===== config.mk =====
export PLATFORM = sky130hd
export DESIGN_NAME = bist_sequencer_strait
export DESIGN_NICKNAME = d
export VERILOG_FILES = /design/src/rtl/bist_strait_pkg.sv /design/src/rtl/bist_phase_counter.sv /design/src/rtl/bist_sequencer_strait.sv
export SDC_FILE = /design/constraint.sdc
export NUM_CORES = 1
export LEC_CHECK = 0
export ABC_AREA = 1
export CAP_MARGIN = 15
export CORE_MARGIN = 4
export CORE_UTILIZATION = 57
export CTS_CLUSTER_DIAMETER = 200
export DETAILED_ROUTE_END_ITERATION = 8
export GPL_TIMING_DRIVEN = 0
export PLACE_DENSITY = 0.91
export SYNTH_ARGS = -nofsm -noshare
export SYNTH_HDL_FRONTEND = slang
export SYNTH_SLANG_ARGS = --single-unit
export TNS_END_PERCENT = 10

===== constraint.sdc =====
create_clock -name clk -period 4.8 [get_ports clk]
set_input_delay 0.96 -clock clk [delete_from_list [all_inputs] [get_ports clk]]
set_output_delay 0.96 -clock clk [all_outputs]
set_load 0.05 [all_outputs]

===== src/rtl/bist_strait_pkg.sv =====
// Shared encodings and default parameters for the STRAIT BIST sequencer.
package bist_strait_pkg;

   localparam int DEF_NUM_PAT   = 16;
   localparam int DEF_ADDR_W    = 4;
   localparam int DEF_SHIFT_LEN = 8;
   localparam int DEF_CMP_LAT   = 1;
   localparam int DEF_ERR_W     = 8;

   typedef logic [2:0] state_t;

   localparam logic [2:0] ST_IDLE    = 3'd0;
   localparam logic [2:0] ST_SHIFT   = 3'd1;
   localparam logic [2:0] ST_LAUNCH  = 3'd2;
   localparam logic [2:0] ST_CAPTURE = 3'd3;
   localparam logic [2:0] ST_WRITE   = 3'd4;
   localparam logic [2:0] ST_COMPARE = 3'd5;
   localparam logic [2:0] ST_DONE    = 3'd6;

   typedef logic [1:0] mode_t;

   localparam logic [1:0] MODE_SA   = 2'd0;
   localparam logic [1:0] MODE_TD   = 2'd1;
   localparam logic [1:0] MODE_FULL = 2'd2;
   localparam logic [1:0] MODE_RSVD = 2'd3;

   function automatic logic is_busy(input state_t s);
      return !((s == ST_IDLE) || (s == ST_DONE));
   endfunction

endpackage


===== src/rtl/bist_phase_counter.sv =====
// Loadable down-counter timing the SHIFT and COMPARE phases; zero_o marks the last cycle.
module bist_phase_counter
   import bist_strait_pkg::*;
#(
   parameter int CNT_W = 4
) (
   input  logic             clk,
   input  logic             rst,
   input  logic             load_i,
   input  logic [CNT_W-1:0] load_val_i,
   output logic             zero_o
);

   localparam logic [CNT_W-1:0] CNT_ONE  = CNT_W'(1);
   localparam logic [CNT_W-1:0] CNT_ZERO = {CNT_W{1'b0}};

   logic [CNT_W-1:0] cnt_q;

   // Count down to zero and hold there until the next load.
   always_ff @(posedge clk) begin
      if (!rst) begin
         cnt_q <= CNT_ZERO;
      end else if (load_i) begin
         cnt_q <= load_val_i;
      end else if (cnt_q != CNT_ZERO) begin
         cnt_q <= cnt_q - CNT_ONE;
      end else begin
         cnt_q <= cnt_q;
      end
   end

   assign zero_o = (cnt_q == CNT_ZERO);

endmodule


===== src/rtl/bist_sequencer_strait.sv =====
// Per-pattern BIST schedule for the STRAIT systolic array: shift, launch/capture,
// RAM write and compare, with saturating error count and first-fail logging.
module bist_sequencer_strait
   import bist_strait_pkg::*;
#(
   parameter int NUM_PAT   = DEF_NUM_PAT,
   parameter int ADDR_W    = DEF_ADDR_W,
   parameter int SHIFT_LEN = DEF_SHIFT_LEN,
   parameter int CMP_LAT   = DEF_CMP_LAT,
   parameter int ERR_W     = DEF_ERR_W
) (
   input  logic              clk,
   input  logic              rst,
   input  logic              start,
   input  logic [1:0]        bist_mode,
   input  logic              abort,
   input  logic              compare_fail,
   output logic [ADDR_W-1:0] addr,
   output logic              scan_en,
   output logic              sa_test_en,
   output logic              td_test_en,
   output logic              ram_wr_en,
   output logic              busy,
   output logic              done,
   output logic              pass,
   output logic [ERR_W-1:0]  error_count,
   output logic [ADDR_W-1:0] first_fail_addr,
   output logic              first_fail_td,
   output logic              first_fail_valid
);

   localparam int PH_MAX = (SHIFT_LEN > CMP_LAT) ? SHIFT_LEN : CMP_LAT;
   localparam int CNT_W  = $clog2(PH_MAX) + 1;

   localparam logic [CNT_W-1:0]  SHIFT_LOAD = CNT_W'(SHIFT_LEN - 1);
   localparam logic [CNT_W-1:0]  CMP_LOAD   = CNT_W'(CMP_LAT - 1);
   localparam logic [ADDR_W-1:0] ADDR_LAST  = ADDR_W'(NUM_PAT - 1);
   localparam logic [ADDR_W-1:0] ADDR_ONE   = ADDR_W'(1);
   localparam logic [ADDR_W-1:0] ADDR_ZERO  = {ADDR_W{1'b0}};
   localparam logic [ERR_W-1:0]  ERR_MAX    = {ERR_W{1'b1}};
   localparam logic [ERR_W-1:0]  ERR_ONE    = ERR_W'(1);
   localparam logic [ERR_W-1:0]  ERR_ZERO   = {ERR_W{1'b0}};

   state_t            state_q, state_d;
   mode_t             mode_q, mode_d;
   logic              td_pass_q, td_pass_d;
   logic [ADDR_W-1:0] addr_q, addr_d;
   logic [ERR_W-1:0]  err_q, err_d;
   logic [ADDR_W-1:0] ffa_q, ffa_d;
   logic              fftd_q, fftd_d;
   logic              ffv_q, ffv_d;
   logic              busy_q, done_q, pass_q, scan_q, wr_q, sa_q, td_q;
   logic              ph_load_s;
   logic [CNT_W-1:0]  ph_val_s;
   logic              ph_zero_s;

   bist_phase_counter #(.CNT_W(CNT_W)) u_phase (
      .clk        (clk),
      .rst        (rst),
      .load_i     (ph_load_s),
      .load_val_i (ph_val_s),
      .zero_o     (ph_zero_s)
   );

   // Next-state, address stepping and fail logging.
   always_comb begin
      state_d   = state_q;
      mode_d    = mode_q;
      td_pass_d = td_pass_q;
      addr_d    = addr_q;
      err_d     = err_q;
      ffa_d     = ffa_q;
      fftd_d    = fftd_q;
      ffv_d     = ffv_q;
      if (abort) begin
         state_d = ST_IDLE;
      end else begin
         case (state_q)
            ST_IDLE, ST_DONE: begin
               if (start) begin
                  addr_d    = ADDR_ZERO;
                  err_d     = ERR_ZERO;
                  ffa_d     = ADDR_ZERO;
                  fftd_d    = 1'b0;
                  ffv_d     = 1'b0;
                  mode_d    = bist_mode;
                  td_pass_d = (bist_mode == MODE_TD);
                  state_d   = (bist_mode == MODE_RSVD) ? ST_DONE : ST_SHIFT;
               end else begin
                  state_d = state_q;
               end
            end
            ST_SHIFT: begin
               if (ph_zero_s) begin
                  state_d = td_pass_q ? ST_LAUNCH : ST_CAPTURE;
               end else begin
                  state_d = ST_SHIFT;
               end
            end
            ST_LAUNCH:  state_d = ST_CAPTURE;
            ST_CAPTURE: state_d = ST_WRITE;
            ST_WRITE:   state_d = ST_COMPARE;
            ST_COMPARE: begin
               if (ph_zero_s) begin
                  if (compare_fail) begin
                     err_d = (err_q != ERR_MAX) ? (err_q + ERR_ONE) : err_q;
                     if (!ffv_q) begin
                        ffa_d  = addr_q;
                        fftd_d = td_pass_q;
                        ffv_d  = 1'b1;
                     end else begin
                        ffv_d = ffv_q;
                     end
                  end else begin
                     err_d = err_q;
                  end
                  if (addr_q != ADDR_LAST) begin
                     addr_d  = addr_q + ADDR_ONE;
                     state_d = ST_SHIFT;
                  end else if ((mode_q == MODE_FULL) && !td_pass_q) begin
                     td_pass_d = 1'b1;
                     addr_d    = ADDR_ZERO;
                     state_d   = ST_SHIFT;
                  end else begin
                     state_d = ST_DONE;
                  end
               end else begin
                  state_d = ST_COMPARE;
               end
            end
            default: state_d = ST_IDLE;
         endcase
      end
   end

   // Phase counter is loaded on entry to SHIFT or COMPARE.
   always_comb begin
      ph_load_s = ((state_d == ST_SHIFT) && (state_q != ST_SHIFT)) ||
                  ((state_d == ST_COMPARE) && (state_q != ST_COMPARE));
      if (state_d == ST_COMPARE) begin
         ph_val_s = CMP_LOAD;
      end else begin
         ph_val_s = SHIFT_LOAD;
      end
   end

   // State, result registers and outputs decoded from the next state.
   always_ff @(posedge clk) begin
      if (!rst) begin
         state_q   <= ST_IDLE;
         mode_q    <= MODE_SA;
         td_pass_q <= 1'b0;
         addr_q    <= ADDR_ZERO;
         err_q     <= ERR_ZERO;
         ffa_q     <= ADDR_ZERO;
         fftd_q    <= 1'b0;
         ffv_q     <= 1'b0;
         busy_q    <= 1'b0;
         done_q    <= 1'b0;
         pass_q    <= 1'b0;
         scan_q    <= 1'b0;
         wr_q      <= 1'b0;
         sa_q      <= 1'b0;
         td_q      <= 1'b0;
      end else begin
         state_q   <= state_d;
         mode_q    <= mode_d;
         td_pass_q <= td_pass_d;
         addr_q    <= addr_d;
         err_q     <= err_d;
         ffa_q     <= ffa_d;
         fftd_q    <= fftd_d;
         ffv_q     <= ffv_d;
         busy_q    <= is_busy(state_d);
         done_q    <= (state_d == ST_DONE);
         pass_q    <= (state_d == ST_DONE) && (err_d == ERR_ZERO) && (mode_d != MODE_RSVD);
         scan_q    <= (state_d == ST_SHIFT);
         wr_q      <= (state_d == ST_WRITE);
         sa_q      <= is_busy(state_d) && !td_pass_d;
         td_q      <= is_busy(state_d) && td_pass_d;
      end
   end

   assign addr             = addr_q;
   assign scan_en          = scan_q;
   assign sa_test_en       = sa_q;
   assign td_test_en       = td_q;
   assign ram_wr_en        = wr_q;
   assign busy             = busy_q;
   assign done             = done_q;
   assign pass             = pass_q;
   assign error_count      = err_q;
   assign first_fail_addr  = ffa_q;
   assign first_fail_td    = fftd_q;
   assign first_fail_valid = ffv_q;

endmodule


# Yosys cells after proc, flatten, opt, wreduce, memory -nomap -nowiden
# Index checks and enable logic that the tools add are counted.
[word_totals] output_inout_bits=25 register_bits=35 wordCells=110
[classes] reduce_logical=23 muxes=44 n_bitwise=1 add_sub_neg=3 eq_ne=23
[ops] cell="8-bit 2-to-1 mux" n=5
[ops] cell="4-bit 2-to-1 mux" n=9
[ops] cell="3-bit 2-to-1 mux" n=7
[ops] cell="3-bit == test, second input constant" n=6
[ops] cell="3-bit case mux with 6 select lines" n=1
[ops] cell="4-bit case mux with 2 select lines" n=2
[ops] cell="8-bit case mux with 2 select lines" n=1
[ops] cell="1-bit 2-to-1 mux" n=12
[ops] cell="2-bit != test, second input constant" n=5
[ops] cell="5-bit AND reduction" n=2
[ops] cell="8-bit by 1-bit adder with 8-bit output, second input constant" n=1
[ops] cell="8-bit logical NOT" n=1
[ops] cell="2-bit 2-to-1 mux" n=4
[ops] cell="8-bit != test, second input constant" n=1
[ops] cell="1-bit logical AND" n=7
[ops] cell="3-bit by 1-bit == test with 1-bit output, second input constant" n=2
[ops] cell="3-bit by 2-bit == test with 1-bit output, second input constant" n=2
[ops] cell="3-bit logical NOT" n=2
[ops] cell="3-bit != test, second input constant" n=2
[ops] cell="1-bit case mux with 2 select lines" n=3
[ops] cell="6-bit AND reduction" n=1
[ops] cell="4-bit by 1-bit adder with 4-bit output, second input constant" n=1
[ops] cell="2-bit == test, second input constant" n=2
[ops] cell="4-bit logical NOT" n=1
[ops] cell="other kinds (10)" n=14

# Logic depth before layout (Yosys ltp)
# Gate-level depths: netlist of the first run.
[depth] ltp_word=11 depth_mapped=14 mapped_depth_nobuf=14

# By module
# From an unflattened synthesis of the first run, not the netlist that was laid out.
[hier_totals] hier_cells=311 area_unflattened_um2=2038.2
[by_module_without_submodules] mod="bist_sequencer_strait" n_inst=1 area_per_inst_um2=1790.5 cells_each=271
[by_module_without_submodules] mod="bist_phase_counter" n_inst=1 area_per_inst_um2=247.7 cells_each=40

# Worst setup path before layout of the first run
# OpenSTA, ideal clock, no wires.
[synth_timing] kind="flip-flop to flip-flop" start="reg err_q[0] (netlist: error_count[0])" end="reg pass_q (netlist: pass)" n_path_buf=0 required_time_ns=4.736 t_arrival_ns=2.021 path_slack_ns=2.715 setup_time_ns=0.064 stages_incl_launch_ff=10 path_cell_list="dfxtp_1 -> ha_1 -> nand3_1 -> nor2_1 -> nand3_1 -> nand3_1 -> nor2_1 -> a22oi_1 -> nand3_1 -> nor2_1"
[synth_between] elab_chain_cells=9 elab_cells_between_ends=11 cone_classes="add/sub: 1; eq/ne: 1; mux: 6; reduce/logical: 3"
[synth_rtl] element="start, declared" line="bist_sequencer_strait.sv:48" text="logic [ERR_W-1:0] err_q, err_d;"
[synth_rtl] element="start signal, assigned" line="bist_sequencer_strait.sv:170" text="err_q <= err_d;"
[synth_rtl] element="8-bit by 1-bit adder with 8-bit output or 8-bit != test (tied branches)" line="bist_sequencer_strait.sv:106" text="err_d = (err_q != ERR_MAX) ? (err_q + ERR_ONE) : err_q;"
[synth_rtl] element="8-bit 2-to-1 mux" line="bist_sequencer_strait.sv:106"
[synth_rtl] element="8-bit 2-to-1 mux" line="bist_sequencer_strait.sv:105" text="if (compare_fail) begin"
[synth_rtl] element="8-bit 2-to-1 mux" line="bist_sequencer_strait.sv:104" text="if (ph_zero_s) begin"
[synth_rtl] element="8-bit case mux with 2 select lines" line="bist_sequencer_strait.sv:78" text="case (state_q)"
[synth_rtl] element="8-bit 2-to-1 mux (*)" line="bist_sequencer_strait.sv:75" text="if (abort) begin"
[synth_rtl] element="8-bit logical NOT (*)" line="bist_sequencer_strait.sv:176" text="pass_q <= (state_d == ST_DONE) && (err_d == ERR_ZERO) && (mode_d != MODE_RSVD);"
[synth_rtl] element="1-bit logical AND (*) (2 in series)" line="bist_sequencer_strait.sv:176"
[synth_rtl] element="end signal, assigned" line="bist_sequencer_strait.sv:176"
[synth_rtl] element="end, declared" line="bist_sequencer_strait.sv:52" text="logic busy_q, done_q, pass_q, scan_q, wr_q, sa_q, td_q;"
# Mark *: on every way between the ends. The rest lies on a longest branch, timed or not.
# A chain may end at the register's enable or synchronous reset.

# Worst setup path in the final report of the first run
[layout_timing] start="reg err_q[6] (netlist: error_count[6])" end="out error_count[6]"
[layout_lines] element="end, declared" line="bist_sequencer_strait.sv:26" text="output logic [ERR_W-1:0] error_count,"
# No word-level cell between the ends.

==> results of run 1 <==
cells in the final DEF, fill, tap and decap left out, types with 2 or more instances in the layout:
master	synthesis	layout
sky130_fd_sc_hd__inv_2	8	8
sky130_fd_sc_hd__clkbuf_4	0	5
sky130_fd_sc_hd__nand3_1	26	26
sky130_fd_sc_hd__a211oi_1	2	2
sky130_fd_sc_hd__inv_1	35	35
sky130_fd_sc_hd__nand2_4	4	4
sky130_fd_sc_hd__o21ai_0	8	8
sky130_fd_sc_hd__nand3_2	3	3
sky130_fd_sc_hd__ha_1	3	3
sky130_fd_sc_hd__clkbuf_1	2	2
sky130_fd_sc_hd__nor3_1	6	6
sky130_fd_sc_hd__nand2_2	10	10
sky130_fd_sc_hd__a21oi_1	16	16
sky130_fd_sc_hd__nor2_2	2	2
sky130_fd_sc_hd__dfxtp_1	35	35
sky130_fd_sc_hd__a31oi_1	2	2
sky130_fd_sc_hd__o21ai_2	3	3
sky130_fd_sc_hd__nand2_1	47	47
sky130_fd_sc_hd__nor2_1	45	45
sky130_fd_sc_hd__clkdlybuf4s50_1	0	31
sky130_fd_sc_hd__xor2_1	2	2
sky130_fd_sc_hd__clkinv_4	1	2
sky130_fd_sc_hd__nand4_1	9	9
cell families (layout without fill, tap and decap cells):
kind of cell,after synthesis,in the layout,share of synthesized area [%]
flip-flops,35,35,36.1
AND/OR/NAND/NOR,157,157,39.7
XOR/XNOR,3,3,1.35
buffers and inverters,48,87,10.1
AO/OA/AOI/OAI,35,35,10.8
adder cells (fa/ha/maj),3,3,1.93
path summary, 6_finish.rpt:
path                            slack, ns                  to  cells past startpoint
worst min-delay path                 0.47  first_fail_addr[2]                      2
worst min register to register       0.47  first_fail_addr[2]                      2
worst max register to register       2.79                pass                     13
worst max-delay path                 2.13      error_count[6]                      1
metrics by stage:
stage	hold WS [ns]	power, mW
finish	0.471	0.835
global route	0.511	0.885
CTS	0.474	0.835
detailed placement	0.457	0.616
global placement	0.453	0.611
floorplan	0.482	0.552
worst min-delay path: stages, from the launching register on:
cell	delay [ns]
sky130_fd_sc_hd__dfxtp_1	0.33
sky130_fd_sc_hd__nand2_1	0.06
sky130_fd_sc_hd__a21oi_1	0.05
final cells by class:
type                       instances  area share, %
clock inverter                     3           1.99
timing repair buffer              31           13.0
clock buffer                       5           1.57
tap                               44           2.30
sequential                        35           29.3
multi-input combinational        198           43.7
buffer                             3          0.785
inverter                          45           7.38
where the power goes:
group          internal (mW)  total [mW]  switching [mW]  leakage, nW
clock                  0.112       0.225           0.113       0.0458
sequential             0.315       0.332          0.0170        0.285
combinational         0.0924       0.279           0.186        0.729
per-layer routing:
layer	up-vias	routed length (um)	GRT usage (%)
met5	-	0	0
met4	0	50	6.60
met3	5	390	6.80
met2	80	2080	35.6
met1	861	2020	29.5
li1	987	-	-
sequential cells by signal, summed over array words and instances (netlist names):
register and cells:
error_count 8, addr 4, first_fail_addr 4, u_phase.cnt_q 4, state_q 3, mode_q 2
busy 1, done 1, first_fail_td 1, first_fail_valid 1, pass 1, ram_wr_en 1
sa_test_en 1, scan_en 1, td_pass_q 1, td_test_en 1
==> results.json, run 1 <==
{
  "outcome": "finished clean",
  "yosys.area.top_type": "sky130_fd_sc_hd__dfxtp_1",
  "design.final.nets": 329,
  "die_h_um": 66.4,
  "min_period_over_period_pct": 55.5,
  "grt-ovfl-total": 0,
  "clkLatencyLatePin_ns": 0.36,
  "syn_area_um2": 1940,
  "routed-via-count": 1933,
  "stdcell_area_um2": 2390,
  "pin_count_of_the_biggest_net_entering_global_routing": 14,
  "power.ir.vdd_worst_v": 0.000262,
  "cp_cell_instances": "clkdlybuf4s50_1",
  "place_hpwl_um": 3450,
  "clockRootBuffer": "sky130_fd_sc_hd__clkbuf_4",
  "layout.area.seq_um2": 701,
  "grt_pass1_vias": 1681,
  "dp_slack_ns": 2.06,
  "initial_core_utilization_pct": 61.5,
  "die_w_um": 66.4,
  "antenna_cells_inserted": 0,
  "crit_path_setup_slack_layout_ns": 2.13,
  "critical_path_peak_fanout": 7,
  "power.leakage_nw": 1.06,
  "dp_cells": 356,
  "synth_top_flop_cell": "sky130_fd_sc_hd__dfxtp_1",
  "core_area_um2": 3150,
  "cts_setup_buffers": 0,
  "grt_antenna_before_repair": 0,
  "synthTopCellsByArea": "sky130_fd_sc_hd__dfxtp_1, sky130_fd_sc_hd__nand2_1, sky130_fd_sc_hd__nor2_1",
  "sequential_area_share_after_synthesis_pct": 36.1,
  "globalRouteTotalUtil_pct": 22.5,
  "required_ns": 3.84,
  "multi_input_comb_area_um2": 1040,
  "arrival_ns": 1.71,
  "post_drt_wl_per_cell_um": 12.5,
  "drt_pre_antenna_iters": 4,
  "cts-root-to-sink-buffers": 2,
  "worst_hold_startpoint": "first_fail_addr[2]",
  "cts-resized-gates": 0,
  "row_count": 20,
  "timing_max_transition_violations_final": 0,
  "yosys-top-cells-count": "sky130_fd_sc_hd__nand2_1, sky130_fd_sc_hd__nor2_1, sky130_fd_sc_hd__dfxtp_1, sky130_fd_sc_hd__inv_1, sky130_fd_sc_hd__nand3_1",
  "slew_headroom_pct": 63.4,
  "layout-area-overhead-vs-synth_pct": 23.2,
  "numClockSinks": 35,
  "drtIter0Drc": 139,
  "post_synth_num_cell_types": 33,
  "drc_errors_left": 0,
  "fin_util_pct": 75.8,
  "min_period_ns": 2.67,
  "clock-skew-final_ns": 0.0180,
  "max_slew.worst_pin.slew_ns": 0.550,
  "rsz0062_at_grt": "no",
  "cp.buffers_inverters": 1,
  "async_flop_share_pct": 0,
  "critical_path.top_delay_family": "buffers and inverters",
  "cts-htree-levels": 2,
  "ioPinCount": 32,
  "setup_total_negative_slack_ns": 0,
  "fp.dieArea_um2": 4400,
  "cp-end-kind": "output pin",
  "numPortBuffers": 31,
  "finalNonFillerCells": 364,
  "worst_path_max_delay_cell": "sky130_fd_sc_hd__clkdlybuf4s50_1",
  "power.density_cell_area_nw_per_um2": 349,
  "setup_viol": 0,
  "number_of_synthesized_flops_with_an_enable_pin": 0,
  "global_route_wire_length_before_repair_um": 7560,
  "worst_hold_path_type": "reg2reg",
  "mapped_avg_cell_area_um2": 6.91,
  "yosysWarningCount": 0,
  "synthesis.nets": 291,
  "postRouteAntennaNets": 0,
  "timing.rr.start": "error_count[0]",
  "max_stage_delay_ns": 0.86,
  "worstSetupPathType": "reg2out",
  "max_freq_ghz": 0.375,
  "critical_path.startpoint": "error_count[6]",
  "via_per_inst": 5.31,
  "synth_top_cell_area_share_pct": 36.1,
  "postRouteWirelength_um": 4540,
  "fillerInstances": 243,
  "tritoncts": "done",
  "gpl_wtd_cong": 0.900,
  "yosysMostFrequentCell": "sky130_fd_sc_hd__nand2_1",
  "path_clk_slew_ns": 0.12,
  "post_route_cells_drive_above_1_share_pct": 14.4,
  "syn_inst": 281,
  "maxCapViolations": 0,
  "cts.hold.buffers_added": 0,
  "hold_viol": 0,
  "post_dp_cell_area_um2": 2310,
  "cts_inserted_buffers": 5,
  "crit_path_start_kind": "register",
  "synth-seq-cells": 35
}
No activity file was read; power rests on OpenSTA's default activity.
==> inputs of run 2 (changes only) <==
--- a/config.mk
+++ b/config.mk
@@ -8,11 +8,11 @@
 export ABC_AREA = 1
 export CAP_MARGIN = 15
 export CORE_MARGIN = 4
-export CORE_UTILIZATION = 57
+export CORE_UTILIZATION = 53
 export CTS_CLUSTER_DIAMETER = 200
 export DETAILED_ROUTE_END_ITERATION = 8
 export GPL_TIMING_DRIVEN = 0
-export PLACE_DENSITY = 0.91
+export PLACE_DENSITY = 0.85
 export SYNTH_ARGS = -nofsm -noshare
 export SYNTH_HDL_FRONTEND = slang
 export SYNTH_SLANG_ARGS = --single-unit
==> constraint.sdc (replaced) <==
create_clock -name clk -period 2.8 [get_ports clk]
set_input_delay 0.56 -clock clk [delete_from_list [all_inputs] [get_ports clk]]
set_output_delay 0.56 -clock clk [all_outputs]
set_load 0.05 [all_outputs]
==> results.json, run 2 (synthesis results as in run 1) <==
{
  "register_to_register_path_setup_slack_ns": 0.78,
  "global_route_wire_length_before_repair_um": 7880,
  "max_freq_ghz": 0.465,
  "via_per_inst": 5.36,
  "worst_hold_startpoint": "first_fail_addr[0]",
  "worst_hold_path_stage_count": 2,
  "layout-area-overhead-vs-synth_pct": 25.0,
  "gpl_wtd_cong": 0.953,
  "layout.area.seq_um2": 701,
  "numClockSinks": 35,
  "cts_inserted_buffers": 5,
  "share_comb_of_total_power_pct": 31.7,
  "outcome": "finished clean",
  "numPortBuffers": 31,
  "timing.rr.start": "error_count[0]",
  "cts_setup_buffers": 0,
  "switching_share_pct": 35.1,
  "cp_cell_instances": "clkdlybuf4s50_1",
  "ioPinCount": 32,
  "reg2reg_end": "pass",
  "stdcell_area_um2": 2430,
  "crit_path_start_kind": "register",
  "min_period_over_period_pct": 76.8,
  "setup_total_negative_slack_ns": 0,
  "critical_path_peak_fanout": 7,
  "antenna_cells_inserted": 0,
  "p_seq_share_pct": 37.5,
  "worstSetupPathType": "reg2out",
  "cts-htree-levels": 2,
  "clockRootBuffer": "sky130_fd_sc_hd__clkbuf_8",
  "clkLatencyLatePin_ns": 0.29,
  "arrival_ns": 1.59,
  "pin_count_of_the_biggest_net_entering_global_routing": 12,
  "grt-ovfl-total": 0,
  "postRouteAntennaNets": 0,
  "drtIter0Drc": 100,
  "power.density_cell_area_nw_per_um2": 626,
  "largest_reg_flops": 8,
  "hold_viol": 0,
  "max_stage_delay_ns": 0.86,
  "initial_core_utilization_pct": 56.4,
  "path_clk_slew_ns": 0.07,
  "cts-resized-gates": 0,
  "share_clk_of_total_power_pct": 30.8,
  "post_dp_cell_area_um2": 2310,
  "die_w_um": 68.5,
  "worst_hold_path_type": "reg2reg",
  "multi_input_comb_area_um2": 1040,
  "grt_pass1_vias": 1811,
  "slew_headroom_pct": 63.5,
  "fp.dieArea_um2": 4690,
  "switchingPower_mw": 0.532,
  "power.ir.vdd_worst_v": 0.000309,
  "min_period_ns": 2.15,
  "required_ns": 2.24,
  "place_hpwl_um": 3550,
  "dp_cells": 358,
  "globalRouteTotalUtil_pct": 22.7,
  "dp_slack_ns": 0.420,
  "max_slew.worst_pin.slew_ns": 0.547,
  "post_drt_wl_per_cell_um": 12.7,
  "critical_path.top_delay_family": "buffers and inverters",
  "timing_max_transition_violations_final": 0,
  "timing.hold.worst_endpoint": "first_fail_addr[0]",
  "worst_r2r_path_depth": 11,
  "clock-skew-final_ns": 0.00533,
  "layout.cells.most_common_list": "sky130_fd_sc_hd__nand2_1, sky130_fd_sc_hd__nor2_1, sky130_fd_sc_hd__inv_1, sky130_fd_sc_hd__dfxtp_1, sky130_fd_sc_hd__clkdlybuf4s50_1",
  "rsz0062_at_grt": "no",
  "postRouteWirelength_um": 4640,
  "post_route_cells_drive_above_1_share_pct": 14.4,
  "cp-end-kind": "output pin",
  "cts.hold.buffers_added": 0,
  "setup_viol": 0,
  "grt_antenna_before_repair": 0,
  "cts-root-to-sink-buffers": 2,
  "design.final.nets": 329,
  "drc_errors_left": 0,
  "cp.buffers_inverters": 1,
  "tritoncts": "done",
  "core_area_um2": 3440,
  "internal_power_mw": 0.986,
  "die_h_um": 68.5,
  "crit_path_setup_slack_layout_ns": 0.649,
  "power.leakage_nw": 1.08,
  "maxCapViolations": 0,
  "layout.cells.most_common": "sky130_fd_sc_hd__nand2_1",
  "row_count": 21,
  "routed-via-count": 1961,
  "fin_util_pct": 70.5,
  "fillerInstances": 302,
  "drt_pre_antenna_iters": 4,
  "worst_path_max_delay_cell": "sky130_fd_sc_hd__clkdlybuf4s50_1",
  "finalNonFillerCells": 366
}
## run 2: cell count changes in the layout (fill, tap and decap cells not counted), sizes merged
cell	change
inv	-1
clkbuf	+1
## run 2: worst max path at each step
stage / start / end / slack [ns] / depth (start not counted)
floorplan: error_count[0] / pass / 0.71 / 9
global placement: abort / pass / 0.48 / 10
detailed placement: bist_mode[0] / pass / 0.42 / 13
CTS: error_count[6] / error_count[6] / 0.65 / 1
global route: bist_mode[0] / pass / 0.52 / 13
finish: error_count[6] / error_count[6] / 0.65 / 1
## run 2: metrics by stage
stage,hold slack [ns],power [mW]
finish,0.464,1.52
global route,0.501,1.61
CTS,0.465,1.52
detailed placement,0.454,1.06
global placement,0.451,1.04
floorplan,0.482,0.947
## run 2: final cells by class
cell class              instances  area share, %
inverters                      45           7.27
well taps                      46           2.37
clock buffers                   6           3.40
plain buffers                   3          0.774
repair buffers                 31           12.8
clock inverters                 2           1.44
flip-flops and latches         35           28.9
multi-input cells             198           43.1
## run 2: per-layer routing
metal / track usage [%] / wire, um / vias up
met4: 9.18 / 114 / 0
met2: 40.9 / 2300 / 78
met1: 25.7 / 1940 / 885
met3: 5.02 / 291 / 12
met5: 0 / 0 / -
li1: - / - / 986
## run 2: power by group through the flow
stage                     Combinational (mW)  Clock (mW)  Sequential (mW)
after floorplan                        0.322           0            0.625
after global placement                 0.463           0            0.580
after detailed placement               0.475           0            0.580
after CTS                              0.477       0.478            0.569
after global routing                   0.537       0.495            0.574
final                                  0.481       0.468            0.570
==> inputs of run 3 (changes only) <==
==> constraint.sdc (replaced) <==
create_clock -name clk -period 2.2 [get_ports clk]
set_input_delay 0.44 -clock clk [delete_from_list [all_inputs] [get_ports clk]]
set_output_delay 0.44 -clock clk [all_outputs]
set_load 0.05 [all_outputs]
==> results.json, run 3 (synthesis results as in run 1) <==
{
  "clock-skew-final_ns": 0.00528,
  "max_stage_delay_ns": 0.86,
  "min_period_over_period_pct": 93.2,
  "drtIter0Drc": 94,
  "pin_count_of_the_biggest_net_entering_global_routing": 12,
  "hold_viol": 0,
  "die_h_um": 68.5,
  "dp_cells": 358,
  "numClockSinks": 35,
  "cp.buffers_inverters": 1,
  "min_period_ns": 2.05,
  "drc_errors_left": 0,
  "routed-via-count": 1950,
  "layout.cells.most_common_list": "sky130_fd_sc_hd__nand2_1, sky130_fd_sc_hd__nor2_1, sky130_fd_sc_hd__inv_1, sky130_fd_sc_hd__dfxtp_1, sky130_fd_sc_hd__clkdlybuf4s50_1",
  "worst_path_max_delay_cell": "sky130_fd_sc_hd__clkdlybuf4s50_1",
  "critical_path_peak_fanout": 7,
  "cts.hold.buffers_added": 0,
  "grt_pass1_vias": 1811,
  "register_to_register_path_setup_slack_ns": 0.23,
  "ioPinCount": 32,
  "cts-root-to-sink-buffers": 2,
  "postRouteAntennaNets": 0,
  "p_seq_share_pct": 37.5,
  "path_clk_slew_ns": 0.07,
  "core_area_um2": 3440,
  "internal_power_mw": 1.26,
  "grt-ovfl-total": 0,
  "arrival_ns": 1.61,
  "row_count": 21,
  "share_comb_of_total_power_pct": 31.6,
  "power.density_cell_area_nw_per_um2": 794,
  "cts-htree-levels": 2,
  "largest_reg_flops": 8,
  "worst_hold_path_type": "reg2reg",
  "critical_path.top_delay_family": "buffers and inverters",
  "crit_path_setup_slack_layout_ns": 0.149,
  "design.final.nets": 329,
  "maxCapViolations": 0,
  "setup_viol": 0,
  "numPortBuffers": 31,
  "fp.dieArea_um2": 4690,
  "switching_share_pct": 35.0,
  "stdcell_area_um2": 2430,
  "cts_inserted_buffers": 5,
  "post_route_cells_drive_above_1_share_pct": 15.0,
  "switchingPower_mw": 0.677,
  "finalNonFillerCells": 366,
  "slew_headroom_pct": 62.9,
  "via_per_inst": 5.33,
  "layout-area-overhead-vs-synth_pct": 25.4,
  "max_slew.worst_pin.slew_ns": 0.556,
  "outcome": "finished clean",
  "clkLatencyLatePin_ns": 0.29,
  "die_w_um": 68.5,
  "rsz0062_at_grt": "no",
  "clockRootBuffer": "sky130_fd_sc_hd__clkbuf_8",
  "max_freq_ghz": 0.488,
  "tritoncts": "done",
  "dp_slack_ns": -0.0602,
  "power.ir.vdd_worst_v": 0.000393,
  "global_route_wire_length_before_repair_um": 7880,
  "cp_cell_instances": "clkdlybuf4s50_1",
  "gpl_wtd_cong": 0.953,
  "timing_max_transition_violations_final": 0,
  "postRouteWirelength_um": 4660,
  "fin_util_pct": 70.7,
  "initial_core_utilization_pct": 56.4,
  "drt_pre_antenna_iters": 4,
  "worstSetupPathType": "reg2out",
  "fillerInstances": 299,
  "post_drt_wl_per_cell_um": 12.7,
  "cp-end-kind": "output pin",
  "post_dp_cell_area_um2": 2310,
  "antenna_cells_inserted": 0,
  "layout.cells.most_common": "sky130_fd_sc_hd__nand2_1",
  "globalRouteTotalUtil_pct": 22.7,
  "power.leakage_nw": 1.08,
  "share_clk_of_total_power_pct": 30.9,
  "grt_antenna_before_repair": 0,
  "place_hpwl_um": 3550,
  "crit_path_start_kind": "register",
  "setup_total_negative_slack_ns": 0,
  "required_ns": 1.76
}
[run 3: cell types whose count changed in the layout (fill, tap and decap cells not counted)]
cell,previous run,this run
sky130_fd_sc_hd__nand3_1,26,25
sky130_fd_sc_hd__nor2_2,2,3
sky130_fd_sc_hd__nor2_1,45,44
sky130_fd_sc_hd__nand3_2,3,4
[run 3: metrics by stage]
stage               power [mW]  hold WS, ns
floorplan                 1.21        0.482
global placement          1.33        0.451
detailed placement        1.34        0.454
CTS                       1.94        0.465
global route              2.04        0.501
finish                    1.93        0.464
[run 3: path summary, 6_finish.rpt]
path,start,end,cells past startpoint
setup / recovery,error_count[6],error_count[6],1
hold / removal,first_fail_addr[0],first_fail_addr[0],2
setup reg to reg,u_phase.cnt_q[0],pass,13
hold reg to reg,first_fail_addr[0],first_fail_addr[0],2
[run 3: layer usage]
metal  share of wire, %  up-vias  routed length (um)  global-route usage (%)
met5                  0        -                   0                       0
met4                2.9        0                 134                    9.18
met3                6.5       12                 304                    5.02
met2                 49       72                2300                    40.9
met1                 41      883                1920                    25.7
li1                   -      983                   -                       -
[run 3: cell type report]
type | instances | area [um^2] | share of cell area (%)
multi-input combinational | 198 | 1050 | 43.2
sequential | 35 | 701 | 28.8
timing repair buffer | 31 | 310 | 12.8
inverter | 45 | 176 | 7.25
clock buffer | 6 | 82.6 | 3.39
tap | 46 | 57.6 | 2.37
clock inverter | 2 | 35.0 | 1.44
buffer | 3 | 18.8 | 0.771
[run 3: power groups by stage]
stage                     Clock (mW)  Combinational [mW]  Sequential (mW)
after CTS                      0.608               0.607            0.725
after global placement             0               0.589            0.738
after detailed placement           0               0.605            0.738
after global routing           0.630               0.683            0.731
after floorplan                    0               0.410            0.796
final                          0.596               0.610            0.725
[run 3: repair_timing]
item                       4_1_cts  5_1_grt
setup endpoints to repair        0        1
gates resized for setup          0        2
buffers inserted                 0        0
